===== src/rtl/fb_pkg.sv =====
// Shared types for the framebuffer port arbiter: BRAM geometry, grant encoding
// and the write-request record carried through the write FIFO.
package fb_pkg;

  localparam int FB_AW = 15;
  localparam int FB_DW = 16;

  typedef enum logic [1:0] {
    G_NONE = 2'd0,
    G_RD   = 2'd1,
    G_WR   = 2'd2
  } grant_t;

  typedef struct packed {
    logic [FB_AW-1:0] addr;
    logic [FB_DW-1:0] data;
  } wr_req_t;

endpackage


===== src/rtl/fb_wr_fifo.sv =====
// Small synchronous FIFO of pending pixel writes; pointers carry one extra MSB
// so that full and empty can be told apart without a separate counter.
module fb_wr_fifo
  import fb_pkg::*;
#(
  parameter int DEPTH = 4,
  localparam int PW = $clog2(DEPTH)
) (
  input  logic          PixelClk,
  input  logic          nRST,
  input  logic          push,
  input  wr_req_t       push_req,
  input  logic          pop,
  output wr_req_t       head,
  output logic          full,
  output logic          empty,
  output logic [PW:0]   level
);

  localparam logic [PW:0] PTR_ONE = 1;

  logic [PW:0] wr_ptr;
  logic [PW:0] rd_ptr;
  wr_req_t     mem [DEPTH];

  always_ff @(posedge PixelClk or negedge nRST) begin
    if (!nRST) begin
      wr_ptr <= '0;
      rd_ptr <= '0;
    end else begin
      if (push) wr_ptr <= wr_ptr + PTR_ONE;
      if (pop)  rd_ptr <= rd_ptr + PTR_ONE;
    end
  end

  // Storage needs no reset: entries are only visible between the pointers.
  always_ff @(posedge PixelClk) begin
    if (push) mem[wr_ptr[PW-1:0]] <= push_req;
  end

  assign head  = mem[rd_ptr[PW-1:0]];
  assign level = wr_ptr - rd_ptr;
  assign empty = (wr_ptr == rd_ptr);
  assign full  = (wr_ptr[PW] != rd_ptr[PW]) && (wr_ptr[PW-1:0] == rd_ptr[PW-1:0]);

endmodule


===== src/rtl/fb_port_arbiter.sv =====
// Arbitrates the single-port framebuffer BRAM between LCD scan-out (always wins)
// and queued pixel writes, which drain in slots freed by repeated read addresses.
module fb_port_arbiter
  import fb_pkg::*;
#(
  parameter int AW         = FB_AW,
  parameter int DW         = FB_DW,
  parameter int FIFO_DEPTH = 4,
  parameter int STALL_W    = 16,
  localparam int LW = $clog2(FIFO_DEPTH) + 1
) (
  input  logic               PixelClk,
  input  logic               nRST,
  input  logic               rd_en,
  input  logic [AW-1:0]      rd_addr,
  input  logic               rd_refetch,
  input  logic               wr_valid,
  output logic               wr_ready,
  input  logic [AW-1:0]      wr_addr,
  input  logic [DW-1:0]      wr_data,
  output logic               ram_ce,
  output logic               ram_wre,
  output logic [AW-1:0]      ram_ad,
  output logic [DW-1:0]      ram_din,
  output logic [LW-1:0]      fifo_level,
  output logic [STALL_W-1:0] stall_cnt
);

  localparam logic [STALL_W-1:0] STALL_ONE = 1;

  grant_t        grant;
  grant_t        grant_d;
  logic          need_rd;
  logic          hv;
  logic          rdy;
  logic [AW-1:0] held_addr;
  wr_req_t       push_req;
  wr_req_t       head;
  logic          full;
  logic          empty;
  logic          push;
  logic          pop;

  assign wr_ready = rdy & ~full;
  assign push     = wr_valid & wr_ready;
  assign pop      = (grant_d == G_WR);
  assign push_req = '{addr: wr_addr, data: wr_data};

  fb_wr_fifo #(.DEPTH(FIFO_DEPTH)) u_wr_fifo (
    .PixelClk (PixelClk),
    .nRST     (nRST),
    .push     (push),
    .push_req (push_req),
    .pop      (pop),
    .head     (head),
    .full     (full),
    .empty    (empty),
    .level    (fifo_level)
  );

  // A read is only needed when the address differs from what the BRAM already holds.
  always_comb begin
    need_rd = rd_en & (~hv | (rd_addr != held_addr));
    grant_d = G_NONE;
    if (need_rd)     grant_d = G_RD;
    else if (!empty) grant_d = G_WR;
  end

  assign ram_ce  = (grant != G_NONE);
  assign ram_wre = (grant == G_WR);

  always_ff @(posedge PixelClk or negedge nRST) begin
    if (!nRST) begin
      rdy       <= 1'b0;
      grant     <= G_NONE;
      ram_ad    <= '0;
      ram_din   <= '0;
      held_addr <= '0;
      hv        <= 1'b0;
      stall_cnt <= '0;
    end else begin
      rdy   <= 1'b1;
      grant <= grant_d;
      if (rd_refetch) hv <= 1'b0;
      unique case (grant_d)
        G_RD: begin
          ram_ad    <= rd_addr;
          held_addr <= rd_addr;
          hv        <= 1'b1;
        end
        G_WR: begin
          ram_ad  <= head.addr;
          ram_din <= head.data;
          // Overwriting the held pixel makes the cached read stale.
          if (head.addr == held_addr) hv <= 1'b0;
        end
        default: ;
      endcase
      if (!empty && grant_d == G_RD && stall_cnt != '1)
        stall_cnt <= stall_cnt + STALL_ONE;
    end
  end

endmodule


===== config.mk =====
export PLATFORM = sky130hd
export DESIGN_NAME = fb_port_arbiter
export DESIGN_NICKNAME = d
export VERILOG_FILES = /design/src/rtl/fb_pkg.sv /design/src/rtl/fb_wr_fifo.sv /design/src/rtl/fb_port_arbiter.sv
export SDC_FILE = /design/constraint.sdc
export NUM_CORES = 1
export LEC_CHECK = 0
export ABC_CLOCK_PERIOD_IN_PS = 3200
export CELL_PAD_IN_SITES_DETAIL_PLACEMENT = 0
export CELL_PAD_IN_SITES_GLOBAL_PLACEMENT = 1
export CORE_ASPECT_RATIO = 2
export CORE_UTILIZATION = 35
export CTS_BUF_LIST = sky130_fd_sc_hd__clkbuf_8 sky130_fd_sc_hd__clkbuf_16
export CTS_CLUSTER_SIZE = 12
export DETAILED_ROUTE_END_ITERATION = 7
export HOLD_SLACK_MARGIN = 0.08
export PLACE_DENSITY_LB_ADDON = 0.2
export SLEW_MARGIN = 10
export SYNTH_ARGS = -nofsm -noshare
export SYNTH_HDL_FRONTEND = slang
export SYNTH_HIERARCHICAL = 1
export SYNTH_SLANG_ARGS = --single-unit

===== constraint.sdc =====
create_clock -name PixelClk -period 3.2 [get_ports PixelClk]
set_input_delay 0.64 -clock PixelClk [delete_from_list [all_inputs] [get_ports PixelClk]]
set_output_delay 0.64 -clock PixelClk [all_outputs]
set_load 0.005 [all_outputs]

==> impl_metrics.csv, run 1 <==
group,metric,value,unit
critical_path,critPathMaxFanout,12,
floorplanning,die_area,23700,µm²
layout,layout-drive-gt1-share,17.5,%
floorplanning,initial_core_util,35.6,%
logic_synthesis,yosysTopAreaCellShare,46.2,%
power,powerDensity,843,nW/µm²
detailed_routing,drtIter0Drc,187,
logic_synthesis,synth_edf_count,124,
logic_synthesis,postSynthAreaPerCell,17.0,µm²
timing,setup_viol,0,
logic_synthesis,ys_top_cells_by_area,"edfxtp_1 (46%), dfrtp_1 (22%), mux4_2 (8.1%)",
power,total_power,0.00851,W
detailed_routing,ant_nets,0,
logic_synthesis,synthesis.instances,474,
logic_synthesis,netlist-cell-type-count,42,
critical_path,cp-start-kind,"flop",
floorplanning,io_pins,104,
layout,utilization,44.6,%
cts,cts_sinks,196,
timing,holdWs,366,ps
detailed_routing,wl_met3,576,µm
global_routing,overflow,0,
logic_synthesis,yosysSeqAreaShare,68.6,%
detailed_routing,wl,17800,µm
global_routing,grt_pass1_wl,27700,µm
timing,relSlewSlack,32.5,%
detailed_routing,drc,0,
detailed_routing,wl_per_cell,20.2,µm
floorplanning,fp.dieW,109,µm
power,pwr-share-seq,41.3,%
global_routing,grt_pass1_vias,4896,
logic_synthesis,yosys_warnings,6,
logic_synthesis,ys.flop_type,"edfxtp_1",
detailed_routing,drt-met1-wl,6390,µm
cts,cts_tree,"yes",
cts,h-tree-depth,4,
critical_path,arrival,2390,ps
cts,clockRootBuffer,"clkbuf_16",
detailed_routing,via_per_inst,4.98,
timing,final_max_slew_viol_count,0,
power,internal-power,0.00601,W
logic_synthesis,synth_top_area_cell,"edfxtp_1",
timing,final.min_clock_period,3030,ps
detailed_routing,dr.pass1.iters,4,
global_routing,grt_max_degree,73,
layout,area_delta_synth_final,25.2,%
critical_path,r2r.worst_path.cells,7,
logic_synthesis,synth_async_sr_flop_share,36.7,%
critical_path,endpoint_kind,"primary output",
logic_synthesis,synthesis.area,8060,µm²
cts,cts-hold-fix-buffers,0,
logic_synthesis,syn-num-nets,534,
timing,fmaxAchievable,330,MHz
timing,worst_pin_slew,1010,ps
layout,final_nets,652,
timing,fin_worst_skew,9.20,ps
floorplanning,row_count,78,
detailed_routing,vias,4408,
timing,rsz0062_at_grt,"false",
power,clkPwrFrac,25.6,%
outcome,outcome,"complete, no violations",
power,comb_power_share,33.1,%
detailed_routing,met2_length,10300,µm
run,maxCapViolations,0,
layout,antenna_cells,0,
power,ir_worst_vdd,0.438,mV
critical_path,crit_required,2560,ps
cts,clk_latency,430,ps
power,p_sw,0.00250,W
detailed_routing,top_layer,"met4",
worst_hold_path,hold_path.class,"input pin to async pin",
cts,clk_pin_slew,70,ps
global_routing,antenna_found_initial,0,
layout,fill_cells,2055,
global_routing,grt.total_usage,16.4,%
floorplanning,die_h,217,µm
timing,post-route-period-util,94.8,%
cts,numCtsBuffers,17,
floorplanning,fp.coreArea,22600,µm²
critical_path,path_class,"flop to primary output",
critical_path,r2r-start,"u_wr_fifo/rd_ptr[0]",
power,p_leak,3.67,nW
place,io_buffers,103,
place,place_congestion,0.808,
place,dp_hpwl,12600,µm
logic_synthesis,ys_seq_elements,196,
critical_path,worstReg2RegEnd,"u_wr_fifo/mem[0][0]",
critical_path,r2r_slack,590,ps
timing,fin_tns_setup,0,ps
power,switching_share,29.3,%
timing,final-hold-violation-count,0,
cts,cts.path.max_buffers,2,
-- cells in the final DEF, fill, tap and decap left out, drive strengths merged, types with 4 or more instances in the layout --
| master | synthesis | final |
|---|---|---|
| and2 | 6 | 6 |
| inv | 22 | 29 |
| xnor2 | 30 | 30 |
| ha | 8 | 8 |
| nor4 | 4 | 4 |
| xor2 | 19 | 19 |
| mux2i | 15 | 15 |
| buf | 14 | 17 |
| edfxtp | 124 | 124 |
| nand4 | 12 | 12 |
| clkbuf | 6 | 17 |
| nand2 | 10 | 10 |
| mux4 | 31 | 31 |
| and3 | 5 | 5 |
| mux2 | 19 | 19 |
| nand3 | 22 | 22 |
| clkdlybuf4s50 | 0 | 102 |
| dfrtp | 72 | 72 |
| o21ai | 32 | 32 |
-- flip-flops by register name, indices dropped and copies added (netlist names) --
register	cells
grant	2
held_addr	15
hv	1
ram_ad	15
ram_din	16
rdy	1
stall_cnt	16
u_wr_fifo/mem	124
u_wr_fifo/rd_ptr	3
u_wr_fifo/wr_ptr	3
-- cells in the mapped netlist (2+ instances only) --
| library cell | count |
|---|---|
| mux2_4 | 9 |
| inv_1 | 22 |
| nor2b_1 | 3 |
| edfxtp_1 | 124 |
| clkbuf_1 | 6 |
| nor2_1 | 2 |
| nand3_1 | 22 |
| o21ai_0 | 32 |
| and2_1 | 5 |
| buf_12 | 4 |
| buf_1 | 3 |
| mux4_1 | 2 |
| ha_1 | 8 |
| nand4_1 | 12 |
| mux2i_1 | 15 |
| and3_1 | 5 |
| mux2_2 | 10 |
| nor4_1 | 4 |
| dfrtp_1 | 72 |
| mux4_2 | 29 |
| and4_1 | 3 |
| buf_2 | 6 |
| xor2_1 | 19 |
| xnor2_1 | 30 |
| nand2_1 | 10 |
-- power groups by stage --
stage | Clock [W] | Combinational [W] | Sequential [W]
after detailed placement | 0 | 0.00288 | 0.00357
after floorplan | 0 | 0.00173 | 0.00347
after global routing | 0.00234 | 0.00306 | 0.00357
after CTS | 0.00225 | 0.00289 | 0.00352
final | 0.00218 | 0.00282 | 0.00351
after global placement | 0 | 0.00284 | 0.00355
-- what timing repair did --
item / 4_1_cts / 5_1_grt
endpoints found under the hold margin: 0 / 0
setup buffers: 0 / 0
gates resized for setup: 0 / 1
setup endpoints to repair: 0 / 1
-- worst max-delay path: stages, from the launching register on --
cell and delay (ps):
dfrtp_4 560, ha_1 190, inv_1 50, fa_1 370, xnor2_1 250, clkdlybuf4s50_1 550
-- layout make-up --
class / count / area, µm² / share of cell area (%)
Sequential cell: 196 / 5530 / 54.8
Inverter: 22 / 82.6 / 0.818
Timing Repair Buffer: 119 / 1220 / 12.1
Tap cell: 280 / 350 / 3.47
Clock inverter: 15 / 176 / 1.75
Multi-Input combinational cell: 236 / 2300 / 22.8
Clock buffer: 17 / 425 / 4.22
-- metrics by stage --
step           setup slack, ps  area [µm²]  std cells
6_report                   166       10100        885
5_1_grt                   8.61       10100        885
4_1_cts                   34.8       10100        885
3_5_place_dp              80.3        9490        853
3_3_place_gp              81.3        9490        853
2_1_floorplan              501        8060        474
-- cell families after synthesis --
group / Yosys count / share of synthesized area [%]
xor gates and xnor gates: 49 / 5.33
and+or+nand+nor: 75 / 5.31
AOI/OAI and AO/OA: 37 / 2.62
buffers and inverters: 42 / 2.95
DFF: 196 / 68.6
muxes: 65 / 13.7
other: 1 / 0.0465
adders and majority gates: 9 / 1.49
-- per-layer routing --
metal / vias to the layer above / global-route usage (%)
li1: 2020 / -
met1: 2262 / 16.3
met2: 97 / 31.0
met3: 29 / 3.58
met4: 0 / 7.51
met5: - / 0
-- worst max-delay path by stage --
stage	startpoint	to	slack, ps	cells after the start
after global routing	u_wr_fifo/rd_ptr[0]	fifo_level[2]	9	5
after global placement	rd_addr[2]	ram_din[6]	80	7
after CTS	u_wr_fifo/rd_ptr[0]	fifo_level[2]	30	5
after floorplan	u_wr_fifo/rd_ptr[1]	u_wr_fifo/mem[3][0]	500	8
after detailed placement	rd_addr[2]	ram_din[3]	80	7
final	u_wr_fifo/rd_ptr[0]	fifo_level[2]	170	5
No activity file was read; power rests on OpenSTA's default activity.
==> inputs of run 2 (changes only) <==
CORE_UTILIZATION = 45   (was 35)
RECOVER_POWER = 50   (was not set)
==> run 2 against run 1 <==
The run now ends with capacitance limit, slew limit left. Worst hold slack improved by 120 ps. Routed wire length is 8.9% lower. Final cell count shrank 7.7%. Utilization grew 13 points. Sequential share of layout area rose by 0.80 points. Count of clock-buffer cells in the layout did not move. Combinational power decreased by 3%.
==> impl_metrics.csv, run 2 (synthesis gave the netlist of run 1 again) <==
group,metric,value,unit
detailed_routing,wl,16300,µm
cts,h-tree-depth,4,
critical_path,slowest_delay,580,ps
cts,clockRootBuffer,"clkbuf_16",
detailed_routing,drc,0,
timing,setup_viol,0,
cts,cts_resized,0,
critical_path,critPathSlowestCell,"dfrtp_2",
cts,cts_tree,"yes",
timing,final.min_clock_period,3060,ps
detailed_routing,via_per_inst,5.35,
critical_path,crit_required,2560,ps
timing,post-route-period-util,95.6,%
cts,cts-hold-fix-buffers,0,
critical_path,arrival,2420,ps
detailed_routing,dr.pass1.iters,4,
timing,fin_worst_skew,10.7,ps
timing,worst_pin_slew,1930,ps
layout,largest_register_ff_count,124,
outcome,violations,"capacitance limit, slew limit",
worst_hold_path,hold_path.class,"flop to flop",
detailed_routing,drtIter0Drc,177,
power,ir_worst_vdd,0.467,mV
floorplanning,initial_core_util,46.4,%
cts,post-cts-setup-buffers,0,
layout,final_nets,653,
global_routing,grt_pass1_wl,26300,µm
global_routing,grt_pass1_vias,4759,
global_routing,use_met2,37.1,%
critical_path,critPathMaxFanout,11,
layout,regArea,5530,µm²
layout,fill_cells,1427,
floorplanning,fp.dieW,96.6,µm
power,total_power,0.00820,W
timing,worst_slack,139,ps
layout,multi_input_area,2300,µm²
floorplanning,row_count,68,
timing,rsz0062_at_grt,"false",
global_routing,grtUsageMet1,19.2,%
critical_path,cp-start-kind,"flop",
cts,clk_pin_slew,70,ps
global_routing,overflow,0,
floorplanning,die_h,191,µm
global_routing,antenna_found_initial,2,
detailed_routing,wl_per_cell,19.9,µm
run,maxCapViolations,1,
layout,final_area,9940,µm²
global_routing,met3_usage,3.25,%
critical_path,cp_top_family,"buffers and inverters",
power,p_leak,3.65,nW
timing,final_max_slew_viol_count,73,
critical_path,crit_buf_inv,2,
power,powerDensity,825,nW/µm²
layout,final_cell_mix,"edfxtp_1 (124), dfrtp_1 (71), dlygate4sd3_1 (54)",
cts,cts_sinks,196,
place,place_congestion,0.789,
timing,final-hold-violation-count,0,
detailed_routing,ant_nets,0,
critical_path,endpoint_kind,"primary output",
layout,area_delta_synth_final,23.4,%
global_routing,grt_max_degree,73,
cts,clk_latency,430,ps
timing,fin_tns_setup,0,ps
global_routing,grt-busiest-layer,"met2",
outcome,outcome,"complete, but fails checks",
timing,relSlewSlack,-28.6,%
layout,layout-drive-gt1-share,17.7,%
floorplanning,io_pins,104,
timing,fmaxAchievable,327,MHz
detailed_routing,vias,4373,
place,placed_area,9390,µm²
critical_path,path_class,"flop to primary output",
global_routing,grt.total_usage,18.9,%
place,dp_hpwl,11700,µm
place,pre_cts_ws,178,ps
place,io_buffers,103,
floorplanning,die_area,18500,µm²
cts,numCtsBuffers,17,
critical_path,path_cells,"ha_1 -> inv_1 -> fa_1 -> xnor2_1 -> clkdlybuf4s50_1",
cts,cts.path.max_buffers,2,
floorplanning,fp.coreArea,17400,µm²
layout,layout_commonest_cell,"edfxtp_1",
run 2: cell count changes in the layout (fill, tap and decap cells not counted), sizes merged:
cell,previous run,this run
clkinv,3,5
clkinvlp,2,3
bufinv,3,0
diode,0,1
clkbuf,17,18
clkdlybuf4s50,102,48
dlygate4sd3,0,54
run 2: stage by stage:
stage	std cells	utilization [%]	hold WS, ps
after floorplan	474	-	344
after global placement	784	54.1	473
after detailed placement	784	54.1	480
after CTS	816	57.3	413
after global routing	817	57.3	505
final	817	57.3	489
run 2: path summary, 6_finish.rpt:
path,start,endpoint,slack [ps],cells past startpoint
max,u_wr_fifo/rd_ptr[0],fifo_level[2],140,5
min,u_wr_fifo/rd_ptr[2],u_wr_fifo/rd_ptr[2],490,1
max reg2reg,u_wr_fifo/rd_ptr[0],u_wr_fifo/mem[3][7],540,7
min reg2reg,u_wr_fifo/rd_ptr[2],u_wr_fifo/rd_ptr[2],490,1
max in group asynchronous,nRST,u_wr_fifo/rd_ptr[0],1190,1
min in group asynchronous,nRST,ram_ad[10],740,1
run 2: final cells by class:
type,instances,share of cell area [%]
Inverter,22,0.831
Multi-Input combinational cell,236,23.2
Tap cell,210,2.64
Antenna cell,1,0.0252
Clock buffer,17,4.28
Timing Repair Buffer,120,12.2
Clock inverter,15,1.22
Sequential cell,196,55.6
run 2: power by group:
part / switching (W) / total [W] / leakage, nW / internal [W]
Clock: 0.000952 / 0.00197 / 0.261 / 0.00101
Combinational: 0.00121 / 0.00274 / 1.39 / 0.00153
Sequential: 0.000305 / 0.00350 / 2.00 / 0.00319
run 2: routing by layer:
layer | vias to the layer above | share of wire, %
li1 | 2031 | -
met1 | 2215 | 35
met2 | 103 | 59
met3 | 24 | 3.0
met4 | 0 | 2.7
met5 | - | 0
